<file path="src/rtl/matmul_ctrl_if.sv">
// Command, array and writeback signals of the matrix-multiply controller.
// The slave modport is the controller's view; master is the surrounding pipeline/array.
interface matmul_ctrl_if;
  logic         cmd_valid;
  logic [2:0]   cmd_opcode;
  logic [2:0]   cmd_idx;
  logic         cmd_high_low;
  logic         cmd_ready;
  logic         stall;
  logic         mm_wr_a;
  logic         mm_wr_b;
  logic         mm_wr_c;
  logic [2:0]   mm_row;
  logic         mm_start;
  logic         mm_done;
  logic         mm_rd_en;
  logic [255:0] mm_rd_data;
  logic         rd_valid;
  logic [127:0] rd_data;
  logic         err;
  logic         err_clr;

  modport slave (
    input  cmd_valid, cmd_opcode, cmd_idx, cmd_high_low, mm_done, mm_rd_data, err_clr,
    output cmd_ready, stall, mm_wr_a, mm_wr_b, mm_wr_c, mm_row, mm_start, mm_rd_en,
           rd_valid, rd_data, err
  );

  modport master (
    output cmd_valid, cmd_opcode, cmd_idx, cmd_high_low, mm_done, mm_rd_data, err_clr,
    input  cmd_ready, stall, mm_wr_a, mm_wr_b, mm_wr_c, mm_row, mm_start, mm_rd_en,
           rd_valid, rd_data, err
  );
endinterface

</file>
<file path="src/rtl/matmul_ctrl.sv">
// Matrix-multiply command controller: accepts one decoded command at a time,
// issues registered row-write / start / read strobes to the array, tracks which
// A/B rows are loaded, watches compute for a timeout and returns C-row halves.
module matmul_ctrl (
  input  logic             clk,
  input  logic             rst,
  matmul_ctrl_if.slave     bus
);

  localparam logic [2:0] OP_WR_A  = 3'b000;
  localparam logic [2:0] OP_WR_B  = 3'b001;
  localparam logic [2:0] OP_WR_C  = 3'b010;
  localparam logic [2:0] OP_START = 3'b011;
  localparam logic [2:0] OP_RD_C  = 3'b100;

  typedef enum logic [1:0] {IDLE, ISSUE, COMPUTE, RD_WAIT} state_t;

  state_t         state_q, state_d;
  logic [2:0]     op_q, op_d;
  logic           hl_q, hl_d;
  logic           wr_a_q, wr_a_d;
  logic           wr_b_q, wr_b_d;
  logic           wr_c_q, wr_c_d;
  logic           start_q, start_d;
  logic           rd_en_q, rd_en_d;
  logic           rd_valid_q, rd_valid_d;
  logic [2:0]     row_q, row_d;
  logic [127:0]   rd_data_q, rd_data_d;
  logic [7:0]     a_loaded_q, a_loaded_d;
  logic [7:0]     b_loaded_q, b_loaded_d;
  logic [7:0]     cnt_q, cnt_d;
  logic           err_q, err_d;
  logic           err_set;
  logic           cmd_ready;
  logic [7:0]     idx_onehot;

  // Row index decoded to a one-hot mask for the loaded-row bitmaps.
  for (genvar gi = 0; gi < 8; gi++) begin : g_idx_dec
    assign idx_onehot[gi] = (bus.cmd_idx == 3'(gi));
  end

  assign cmd_ready     = (state_q == IDLE);
  assign bus.cmd_ready = cmd_ready;
  assign bus.stall     = bus.cmd_valid & ~cmd_ready;
  assign bus.mm_wr_a   = wr_a_q;
  assign bus.mm_wr_b   = wr_b_q;
  assign bus.mm_wr_c   = wr_c_q;
  assign bus.mm_start  = start_q;
  assign bus.mm_rd_en  = rd_en_q;
  assign bus.mm_row    = row_q;
  assign bus.rd_valid  = rd_valid_q;
  assign bus.rd_data   = rd_data_q;
  assign bus.err       = err_q;

  // Next-state logic: strobes are computed here one cycle ahead and registered below.
  always_comb begin
    state_d    = state_q;
    op_d       = op_q;
    hl_d       = hl_q;
    wr_a_d     = 1'b0;
    wr_b_d     = 1'b0;
    wr_c_d     = 1'b0;
    start_d    = 1'b0;
    rd_en_d    = 1'b0;
    rd_valid_d = 1'b0;
    row_d      = row_q;
    rd_data_d  = rd_data_q;
    a_loaded_d = a_loaded_q;
    b_loaded_d = b_loaded_q;
    cnt_d      = cnt_q;
    err_set    = 1'b0;

    case (state_q)
      IDLE: begin
        if (bus.cmd_valid) begin
          op_d = bus.cmd_opcode;
          hl_d = bus.cmd_high_low;
          case (bus.cmd_opcode)
            OP_WR_A: begin
              wr_a_d     = 1'b1;
              row_d      = bus.cmd_idx;
              a_loaded_d = a_loaded_q | idx_onehot;
              state_d    = ISSUE;
            end
            OP_WR_B: begin
              wr_b_d     = 1'b1;
              row_d      = bus.cmd_idx;
              b_loaded_d = b_loaded_q | idx_onehot;
              state_d    = ISSUE;
            end
            OP_WR_C: begin
              wr_c_d  = 1'b1;
              row_d   = bus.cmd_idx;
              state_d = ISSUE;
            end
            OP_START: begin
              // Computing with missing operand rows would give garbage; refuse and flag.
              if (a_loaded_q == 8'hFF && b_loaded_q == 8'hFF) begin
                start_d = 1'b1;
                state_d = ISSUE;
              end else begin
                err_set = 1'b1;
              end
            end
            OP_RD_C: begin
              rd_en_d = 1'b1;
              row_d   = bus.cmd_idx;
              state_d = ISSUE;
            end
            default: err_set = 1'b1;
          endcase
        end
      end
      ISSUE: begin
        cnt_d = 8'd0;
        case (op_q)
          OP_START: state_d = COMPUTE;
          OP_RD_C:  state_d = RD_WAIT;
          default:  state_d = IDLE;
        endcase
      end
      COMPUTE: begin
        if (bus.mm_done) begin
          cnt_d   = 8'd0;
          state_d = IDLE;
        end else if (cnt_q == 8'hFF) begin
          // Array never answered: give up so the pipeline is not wedged forever.
          err_set = 1'b1;
          cnt_d   = 8'd0;
          state_d = IDLE;
        end else begin
          cnt_d = cnt_q + 8'd1;
        end
      end
      RD_WAIT: begin
        // Array data arrives the cycle after mm_rd_en, i.e. now.
        rd_data_d  = hl_q ? bus.mm_rd_data[255:128] : bus.mm_rd_data[127:0];
        rd_valid_d = 1'b1;
        state_d    = IDLE;
      end
      default: state_d = IDLE;
    endcase
  end

  // Sticky error: a new error event in the same cycle as a clear must survive.
  assign err_d = (err_q & ~bus.err_clr) | err_set;

  // State and output registers with asynchronous reset.
  always_ff @(posedge clk or posedge rst) begin
    if (rst) begin
      state_q    <= IDLE;
      op_q       <= 3'd0;
      hl_q       <= 1'b0;
      wr_a_q     <= 1'b0;
      wr_b_q     <= 1'b0;
      wr_c_q     <= 1'b0;
      start_q    <= 1'b0;
      rd_en_q    <= 1'b0;
      rd_valid_q <= 1'b0;
      row_q      <= 3'd0;
      rd_data_q  <= 128'd0;
      a_loaded_q <= 8'd0;
      b_loaded_q <= 8'd0;
      cnt_q      <= 8'd0;
      err_q      <= 1'b0;
    end else begin
      state_q    <= state_d;
      op_q       <= op_d;
      hl_q       <= hl_d;
      wr_a_q     <= wr_a_d;
      wr_b_q     <= wr_b_d;
      wr_c_q     <= wr_c_d;
      start_q    <= start_d;
      rd_en_q    <= rd_en_d;
      rd_valid_q <= rd_valid_d;
      row_q      <= row_d;
      rd_data_q  <= rd_data_d;
      a_loaded_q <= a_loaded_d;
      b_loaded_q <= b_loaded_d;
      cnt_q      <= cnt_d;
      err_q      <= err_d;
    end
  end

endmodule

</file>
<file path="src/flat_wrapper.sv">
// flat-port wrapper written by rule: the top's interface ports become plain ports
module matmul_ctrl_flat 
  (clk, rst, bus_cmd_valid, bus_cmd_opcode, bus_cmd_idx, bus_cmd_high_low, bus_mm_done, bus_mm_rd_data, bus_err_clr, bus_cmd_ready, bus_stall, bus_mm_wr_a, bus_mm_wr_b, bus_mm_wr_c, bus_mm_row, bus_mm_start, bus_mm_rd_en, bus_rd_valid, bus_rd_data, bus_err);
  matmul_ctrl_if bus_i ();
  input  logic clk;
  input  logic rst;
  input wire logic [$bits(bus_i.cmd_valid)-1:0] bus_cmd_valid;
  input wire logic [$bits(bus_i.cmd_opcode)-1:0] bus_cmd_opcode;
  input wire logic [$bits(bus_i.cmd_idx)-1:0] bus_cmd_idx;
  input wire logic [$bits(bus_i.cmd_high_low)-1:0] bus_cmd_high_low;
  input wire logic [$bits(bus_i.mm_done)-1:0] bus_mm_done;
  input wire logic [$bits(bus_i.mm_rd_data)-1:0] bus_mm_rd_data;
  input wire logic [$bits(bus_i.err_clr)-1:0] bus_err_clr;
  output wire logic [$bits(bus_i.cmd_ready)-1:0] bus_cmd_ready;
  output wire logic [$bits(bus_i.stall)-1:0] bus_stall;
  output wire logic [$bits(bus_i.mm_wr_a)-1:0] bus_mm_wr_a;
  output wire logic [$bits(bus_i.mm_wr_b)-1:0] bus_mm_wr_b;
  output wire logic [$bits(bus_i.mm_wr_c)-1:0] bus_mm_wr_c;
  output wire logic [$bits(bus_i.mm_row)-1:0] bus_mm_row;
  output wire logic [$bits(bus_i.mm_start)-1:0] bus_mm_start;
  output wire logic [$bits(bus_i.mm_rd_en)-1:0] bus_mm_rd_en;
  output wire logic [$bits(bus_i.rd_valid)-1:0] bus_rd_valid;
  output wire logic [$bits(bus_i.rd_data)-1:0] bus_rd_data;
  output wire logic [$bits(bus_i.err)-1:0] bus_err;
  assign bus_i.cmd_valid = bus_cmd_valid;
  assign bus_i.cmd_opcode = bus_cmd_opcode;
  assign bus_i.cmd_idx = bus_cmd_idx;
  assign bus_i.cmd_high_low = bus_cmd_high_low;
  assign bus_i.mm_done = bus_mm_done;
  assign bus_i.mm_rd_data = bus_mm_rd_data;
  assign bus_i.err_clr = bus_err_clr;
  assign bus_cmd_ready = bus_i.cmd_ready;
  assign bus_stall = bus_i.stall;
  assign bus_mm_wr_a = bus_i.mm_wr_a;
  assign bus_mm_wr_b = bus_i.mm_wr_b;
  assign bus_mm_wr_c = bus_i.mm_wr_c;
  assign bus_mm_row = bus_i.mm_row;
  assign bus_mm_start = bus_i.mm_start;
  assign bus_mm_rd_en = bus_i.mm_rd_en;
  assign bus_rd_valid = bus_i.rd_valid;
  assign bus_rd_data = bus_i.rd_data;
  assign bus_err = bus_i.err;
  matmul_ctrl u_core (.clk(clk), .rst(rst), .bus(bus_i));
endmodule
</file>
<file path="config.mk">
export PLATFORM = sky130hd
export DESIGN_NAME = matmul_ctrl_flat
export DESIGN_NICKNAME = d
export VERILOG_FILES = /design/src/rtl/matmul_ctrl_if.sv /design/src/rtl/matmul_ctrl.sv /design/src/flat_wrapper.sv
export SDC_FILE = /design/constraint.sdc
export NUM_CORES = 1
export LEC_CHECK = 0
export ABC_AREA = 1
export CORE_AREA = 8 8 151 153
export DETAILED_ROUTE_END_ITERATION = 8
export DIE_AREA = 0 0 159 161
export PLACE_DENSITY_LB_ADDON = 0.3
export SLEW_MARGIN = 20
export SYNTH_ARGS = -nofsm -noshare
export SYNTH_HDL_FRONTEND = slang
export SYNTH_SLANG_ARGS = --single-unit
</file>
<file path="constraint.sdc">
create_clock -name clk -period 7.1 [get_ports clk]
set_input_delay 1.065 -clock clk [delete_from_list [all_inputs] [get_ports clk]]
set_output_delay 1.065 -clock clk [all_outputs]
set_load 0.02 [all_outputs]
</file>
* After elaboration in Yosys (flattened, before gate mapping)
Cells that the tools add are included.
Word-level totals: word-level logic and storage cells 91, bits in registers 168, output and inout bits 140, input port bits 268
Cells by class: muxes and demuxes 34, eq/ne operators 23, bitwise gates (word level) 7, add/sub/neg operators 1, reduce and logical (&&, ||, !) cells 11
Operator list (number):
- $mux 128 | 1
- $eq 8x8->1 const B | 3
- $mux 1 | 21
- $eq 3x3->1 const B | 6
- $mux 8 | 2
- $or 8x8->8 | 2
- $pmux 8 s2 | 1
- $eq 3x2->1 const B | 5
- $reduce_and 3->1 | 3
- $add 8x1->8 const B | 1
- $mux 2 | 4
- $pmux 2 s2 | 2
- $pmux 2 s4 | 1
- $eq 3x1->1 const B | 2
- $logic_not 3->1 | 2
- $ne 3x3->1 const B | 2
- $eq 2x2->1 const B | 2
- $pmux 1 s2 | 2
- $reduce_and 4->1 | 1
- $reduce_or 4->1 | 1
- $ne 3x2->1 const B | 1
- $and 1x1->1 | 2
- $eq 2x1->1 const B | 1
- $logic_not 2->1 | 1
- 6 further kinds | 7

* Logic depth before layout (Yosys ltp)
Gate-level depths: netlist of run 1.
depth in word-level cells 7, gate-level depth with buffers 9, mapped depth without buffers 9

* Least setup slack after synthesis of run 1
Ideal clock, no wire load.
path type input to output, start point input port bus_cmd_valid, end point output port bus_stall, required time 6.035 ns, arrival time 1.376 ns, slack 4.659 ns, stages 2, buffers on the path 0, cell sequence inv_1 > nor2_1
Between the ends: word-level cells in the longest chain between the ends 1
RTL lines:
- start, declared | line flat_wrapper.sv:7 | input wire logic [$bits(bus_i.cmd_valid)-1:0] bus_cmd_valid;
- $and 1x1->1 | line matmul_ctrl.sv:44 | assign bus.stall = bus.cmd_valid & ~cmd_ready;
- end, declared | line flat_wrapper.sv:15 | output wire logic [$bits(bus_i.stall)-1:0] bus_stall;
Every way passes these cells.

* Worst setup path after layout of run 1
Same ends and word-level chain as after synthesis.

==> flow_summary.json, run 1 <==
{
  "hp-class": "register to register",
  "track_usage": 0.232,
  "syn-mean-instance-area_um2": 8.43,
  "cts_buffers": 17,
  "synthArstFlopShare": 1.00,
  "yosys_warnings": 0,
  "clk_pin_slew_ns": 0.07,
  "num-fill-cells": 1776,
  "synth_cells": 901,
  "coreArea_um2": 20600,
  "fin_util": 0.602,
  "arrival_ns": 2.34,
  "tightest_slew_ns": 0.889,
  "h-tree-depth": 4,
  "hold_viol": 0,
  "status": "complete, no violations",
  "reg2reg_to": "u_core.bus.rd_data[57]",
  "drc": 0,
  "drtIter0Drc": 766,
  "synth_commonest_cells": "nand2_1 (292), dfrtp_1 (168), nor2_1 (145), a31oi_1 (128), buf_2 (53)",
  "startpoint_type": "input pin",
  "vias": 7787,
  "yosysSeqAreaShare": 0.554,
  "reg2reg_depth": 4,
  "drt_pass1_iterations": 5,
  "cap_violations": 0,
  "leakagePower_uw": 0.00529,
  "routed_via_density": 4.98,
  "drive_above_1_share": 0.0396,
  "fin_skew_ns": 0.00985,
  "reg2reg_from": "u_core.hl_q",
  "finalNonFillerCells": 1563,
  "worstHoldStart": "u_core.b_loaded_q[1]",
  "path_class": "input pin to primary output",
  "synth_area_um2": 7590,
  "synth_edf_count": 0,
  "die_h_um": 161,
  "boundaryPins": 408,
  "ys_types": 29,
  "place_congestion": 0.835,
  "synth_most_common_cell": "nand2_1",
  "layout_setup_ws_ns": 3.70,
  "dpl.hpwl_mm": 22.9,
  "end_kind": "primary output",
  "crit_required_ns": 6.03,
  "area_delta_synth_final_pct": 62.9,
  "grt_max_degree": 116,
  "grt_setup_unrepaired": "false",
  "cts.sinks": 168,
  "yosysTopAreaCellShare": 0.554,
  "nets": 1547,
  "hold_slack_ns": 0.474,
  "final-setup-viol-count": 0,
  "synth_seq_cells": 168,
  "postCtsSetupRepairBufs": 0,
  "antenna_left": 0,
  "routed_wirelength_mm": 30.7,
  "grt_pass1_vias": 7546,
  "register_area_um2": 4210,
  "grt_pass1_wl_mm": 46.0,
  "multiInputGateArea_um2": 2970,
  "start_util": 0.369,
  "ys.flop_type": "dfrtp_1",
  "drv_slew": 0,
  "place_ws_ns": 3.70,
  "period_minus_slack_ns": 3.40,
  "grt_overflow": 0,
  "period_share": 0.479,
  "die_w_um": 159,
  "portBuffers": 407,
  "reg2reg_slack_ns": 4.47,
  "antenna_found_initial": 2,
  "min_to": "u_core.b_loaded_q[1]",
  "power_density_nw_per_um2": 408,
  "synth_area_leaders": "dfrtp_1 (55%), nand2_1 (14%), a31oi_1 (11%), nor2_1 (7.2%), buf_2 (3.5%)",
  "avgRoutedWirePerCell_um": 19.7,
  "max_freq_mhz": 294,
  "finalSetupTns_ns": 0,
  "die_area_um2": 25600,
  "relSlewSlack": 0.407,
  "crit_fanout": 2,
  "cts_buffer_depth": 2,
  "cts_resized": 0,
  "dpl.cell_count": 1530,
  "whs_path_depth": 1,
  "rows": 53,
  "vdd_drop_max_mv": 0.192,
  "cts_tree": "done",
  "synth_fp_nets": 1174,
  "root_buffer": "clkbuf_16",
  "yosys.area.top_type": "dfrtp_1",
  "hold_buffers": 0,
  "clk_latency_ns": 0.42
}
-- kinds of logic (layout without fill, tap and decap cells) --
group | Yosys count | after routing | share of synthesized area
adder cells (fa/ha/maj) | 5 | 5 | 0.00824
buffers and inverters | 94 | 480 | 0.0562
AO/OA/AOI/OAI | 157 | 157 | 0.130
AND/OR/NAND/NOR | 471 | 471 | 0.245
flip-flops | 168 | 168 | 0.554
other | 0 | 1 | 0
XOR/XNOR | 6 | 6 | 0.00692
-- stage by stage --
step           power [uW]  area (um^2)
5_1_grt              5350        12400
6_report             5050        12400
3_5_place_dp         4160        11800
4_1_cts              5100        12400
3_3_place_gp         4110        11800
2_1_floorplan        2960         7590
-- area by class of cell --
type,count,area share
Multi-Input combinational cell,639,0.240
Clock inverter,13,0.0117
Sequential cell,168,0.340
Antenna cell,1,0.000202
Timing Repair Buffer,413,0.333
Tap cell,275,0.0278
Inverter,35,0.0112
Clock buffer,19,0.0350
-- sequential cells by signal, summed over array words and instances (netlist names), 2 cells and up --
register            flops
u_core.op_q             3
u_core.b_loaded_q       8
u_core.a_loaded_q       8
u_core.bus.rd_data    128
u_core.state_q          2
u_core.bus.mm_row       3
u_core.cnt_q            8
-- metal layers --
layer  track usage  wire length (um)  vias up
met3        0.0804              2590       66
li1              -                 -     3724
met1         0.258             11600     3670
met4         0.105              1280        2
met5             0                10        -
met2         0.396             15200      325
-- critical path, stage by stage --
cell	delay [ns]
clkdlybuf4s50_1	0.50
inv_1	0.07
nor2_1	0.09
clkdlybuf4s50_1	0.61
-- cell usage in the layout (no fill, tap or decap), types with 3 or more instances in the layout --
master           count
a31oi_1            128
buf_4                5
clkbuf_16           17
clkdlybuf4s50_1    407
clkinvlp_4           5
dfrtp_1            167
ha_1                 4
inv_1               31
inv_6                4
nand2_1            292
nand3_1             14
nand3_2              3
nand4_1              7
nor2_1             145
nor2_2               3
o21ai_0             11
o21bai_1            10
xor2_1               4
-- power breakdown --
group,leakage [uW],internal (uW),switching (uW),total [uW]
Clock,0.000268,523,403,925
Sequential,0.00187,1350,268,1620
Combinational,0.00315,1070,1430,2510
-- how the worst max path moves through the flow --
| stage | from | to | slack, ns | cells past startpoint |
|---|---|---|---|---|
| 2_1_floorplan | rst | u_core.a_loaded_q[0] | 1.49 | 1 |
| 3_3_place_gp | bus_cmd_valid | bus_stall | 3.73 | 4 |
| 3_5_place_dp | bus_cmd_valid | bus_stall | 3.70 | 4 |
| 4_1_cts | bus_cmd_valid | bus_stall | 3.69 | 4 |
| 5_1_grt | bus_cmd_valid | bus_stall | 3.61 | 4 |
| 6_report | bus_cmd_valid | bus_stall | 3.70 | 4 |
(Power assumes the default switching activity.)
==> inputs of run 2 (changes only) <==
--- a/config.mk
+++ b/config.mk
@@ -6,9 +6,10 @@
 export NUM_CORES = 1
 export LEC_CHECK = 0
 export ABC_AREA = 1
-export CORE_AREA = 8 8 151 153
+export CORE_ASPECT_RATIO = 1.5
+export CORE_MARGIN = 8
+export CORE_UTILIZATION = 36
 export DETAILED_ROUTE_END_ITERATION = 8
-export DIE_AREA = 0 0 159 161
 export PLACE_DENSITY_LB_ADDON = 0.3
 export SLEW_MARGIN = 20
 export SYNTH_ARGS = -nofsm -noshare
==> constraint.sdc (replaced) <==
create_clock -name clk -period 3.1 [get_ports clk]
set_input_delay 0.465 -clock clk [delete_from_list [all_inputs] [get_ports clk]]
set_output_delay 0.465 -clock clk [all_outputs]
set_load 0.02 [all_outputs]
==> flow_summary.json, run 2 (synthesis results as in run 1) <==
{
  "die_w_um": 135,
  "period_share": 0.792,
  "grt_pass1_vias": 7802,
  "drtIter0Drc": 479,
  "place_congestion": 0.856,
  "cap_violations": 0,
  "postCtsSetupRepairBufs": 0,
  "antenna_left": 0,
  "area_delta_synth_final_pct": 66.9,
  "grt_max_degree": 129,
  "hp-class": "register to register",
  "multiInputGateArea_um2": 2970,
  "finalNonFillerCells": 1575,
  "final_area_um2": 12700,
  "grt_pass1_wl_mm": 46.2,
  "start_util": 0.363,
  "reg2reg_to": "u_core.bus.rd_data[27]",
  "h-tree-depth": 4,
  "finalSetupTns_ns": 0,
  "cts_buffers": 17,
  "drv_slew": 0,
  "largest_reg_flops": 128,
  "portBuffers": 407,
  "grt_overflow": 0,
  "tightest_slew_ns": 0.841,
  "rows": 65,
  "period_minus_slack_ns": 2.45,
  "cts_resized": 0,
  "place_area_um2": 12000,
  "root_buffer": "clkbuf_16",
  "clk_pin_slew_ns": 0.06,
  "min_to": "u_core.b_loaded_q[0]",
  "arrival_ns": 1.99,
  "status": "complete, no violations",
  "cts.sinks": 168,
  "final_cell_mix": "clkdlybuf4s50_1 (407), nand2_1 (292), dfrtp_1 (167)",
  "die_area_um2": 26100,
  "boundaryPins": 408,
  "register_area_um2": 4210,
  "drc": 0,
  "reg2reg_slack_ns": 1.26,
  "hold_viol": 0,
  "p_total_uw": 11900,
  "reg2reg_from": "u_core.state_q[0]",
  "layout_setup_ws_ns": 0.646,
  "avgRoutedWirePerCell_um": 19.6,
  "cts_buffer_depth": 2,
  "worstHoldStart": "u_core.b_loaded_q[0]",
  "antenna_found_initial": 6,
  "drive_above_1_share": 0.0522,
  "grt_setup_unrepaired": "false",
  "place_ws_ns": 0.919,
  "drt_pass1_iterations": 5,
  "max_freq_mhz": 407,
  "routed_via_density": 4.96,
  "crit_fanout": 6,
  "routed_wirelength_mm": 30.9,
  "track_usage": 0.232,
  "num-fill-cells": 1809,
  "vias": 7811,
  "crit_required_ns": 2.63,
  "vdd_drop_max_mv": 0.669,
  "final-setup-viol-count": 0,
  "dpl.cell_count": 1539,
  "cts_tree": "done",
  "die_h_um": 194,
  "reg2reg_depth": 4,
  "clk_latency_ns": 0.43,
  "power_density_nw_per_um2": 940,
  "coreArea_um2": 20900,
  "hold_buffers": 0,
  "leakagePower_uw": 0.00545,
  "fin_skew_ns": 0.00933,
  "whs_path_depth": 1,
  "startpoint_type": "register",
  "path_class": "register to primary output",
  "nets": 1563,
  "relSlewSlack": 0.438,
  "final_common_cell": "clkdlybuf4s50_1",
  "dpl.hpwl_mm": 23.6,
  "end_kind": "primary output"
}
## run 2: changes by cell type in the layout (fill, tap and decap cells not counted), sizes merged
cell	change
buf	+16
clkinvlp	-2
inv	-4
diode	+4
clkinv	+2
bufinv	+3
## run 2: where the power goes
part / leakage (uW) / internal, uW / switching (uW) / total, uW
Clock: 0.000315 / 1470 / 888 / 2360
Combinational: 0.00326 / 2570 / 3390 / 5960
Sequential: 0.00187 / 3100 / 486 / 3580
Total: 0.00545 / 7130 / 4770 / 11900
## run 2: worst max-delay path, cell delays in order, from the launching register on
cell and delay (ns):
dfrtp_1 0.43, inv_1 0.09, ha_1 0.30, nor2_1 0.13
clkdlybuf4s50_1 0.61
## run 2: worst max path at each step
stage / start / endpoint / slack [ns]
floorplan: rst / u_core.a_loaded_q[0] / 0.49
global placement: bus_cmd_valid / bus_stall / 0.92
detailed placement: bus_cmd_valid / bus_stall / 0.92
CTS: u_core.state_q[0] / bus_stall / 0.60
global route: u_core.state_q[0] / bus_stall / 0.56
finish: u_core.state_q[0] / bus_stall / 0.65
## run 2: cell type report
class / instances / area share
clock inverters: 12 / 0.0156
clock buffers: 19 / 0.0358
well taps: 268 / 0.0265
flip-flops and latches: 168 / 0.332
multi-input cells: 639 / 0.235
repair buffers: 429 / 0.344
diodes: 5 / 0.000988
inverters: 35 / 0.0109
## run 2: per-layer routing
| layer | up-vias | track usage | wire (um) | part of all wire |
|---|---|---|---|---|
| li1 | 3756 | - | - | - |
| met1 | 3698 | 0.250 | 11300 | 0.37 |
| met2 | 306 | 0.404 | 16100 | 0.52 |
| met3 | 49 | 0.0708 | 2480 | 0.080 |
| met4 | 2 | 0.107 | 957 | 0.031 |
| met5 | - | 0 | 13 | 0.00042 |
## run 2: stage by stage
stage	util	hold WS (ns)
floorplan	-	0.443
global placement	0.574	0.460
detailed placement	0.574	0.467
CTS	0.606	0.483
global route	0.606	0.507
finish	0.606	0.482
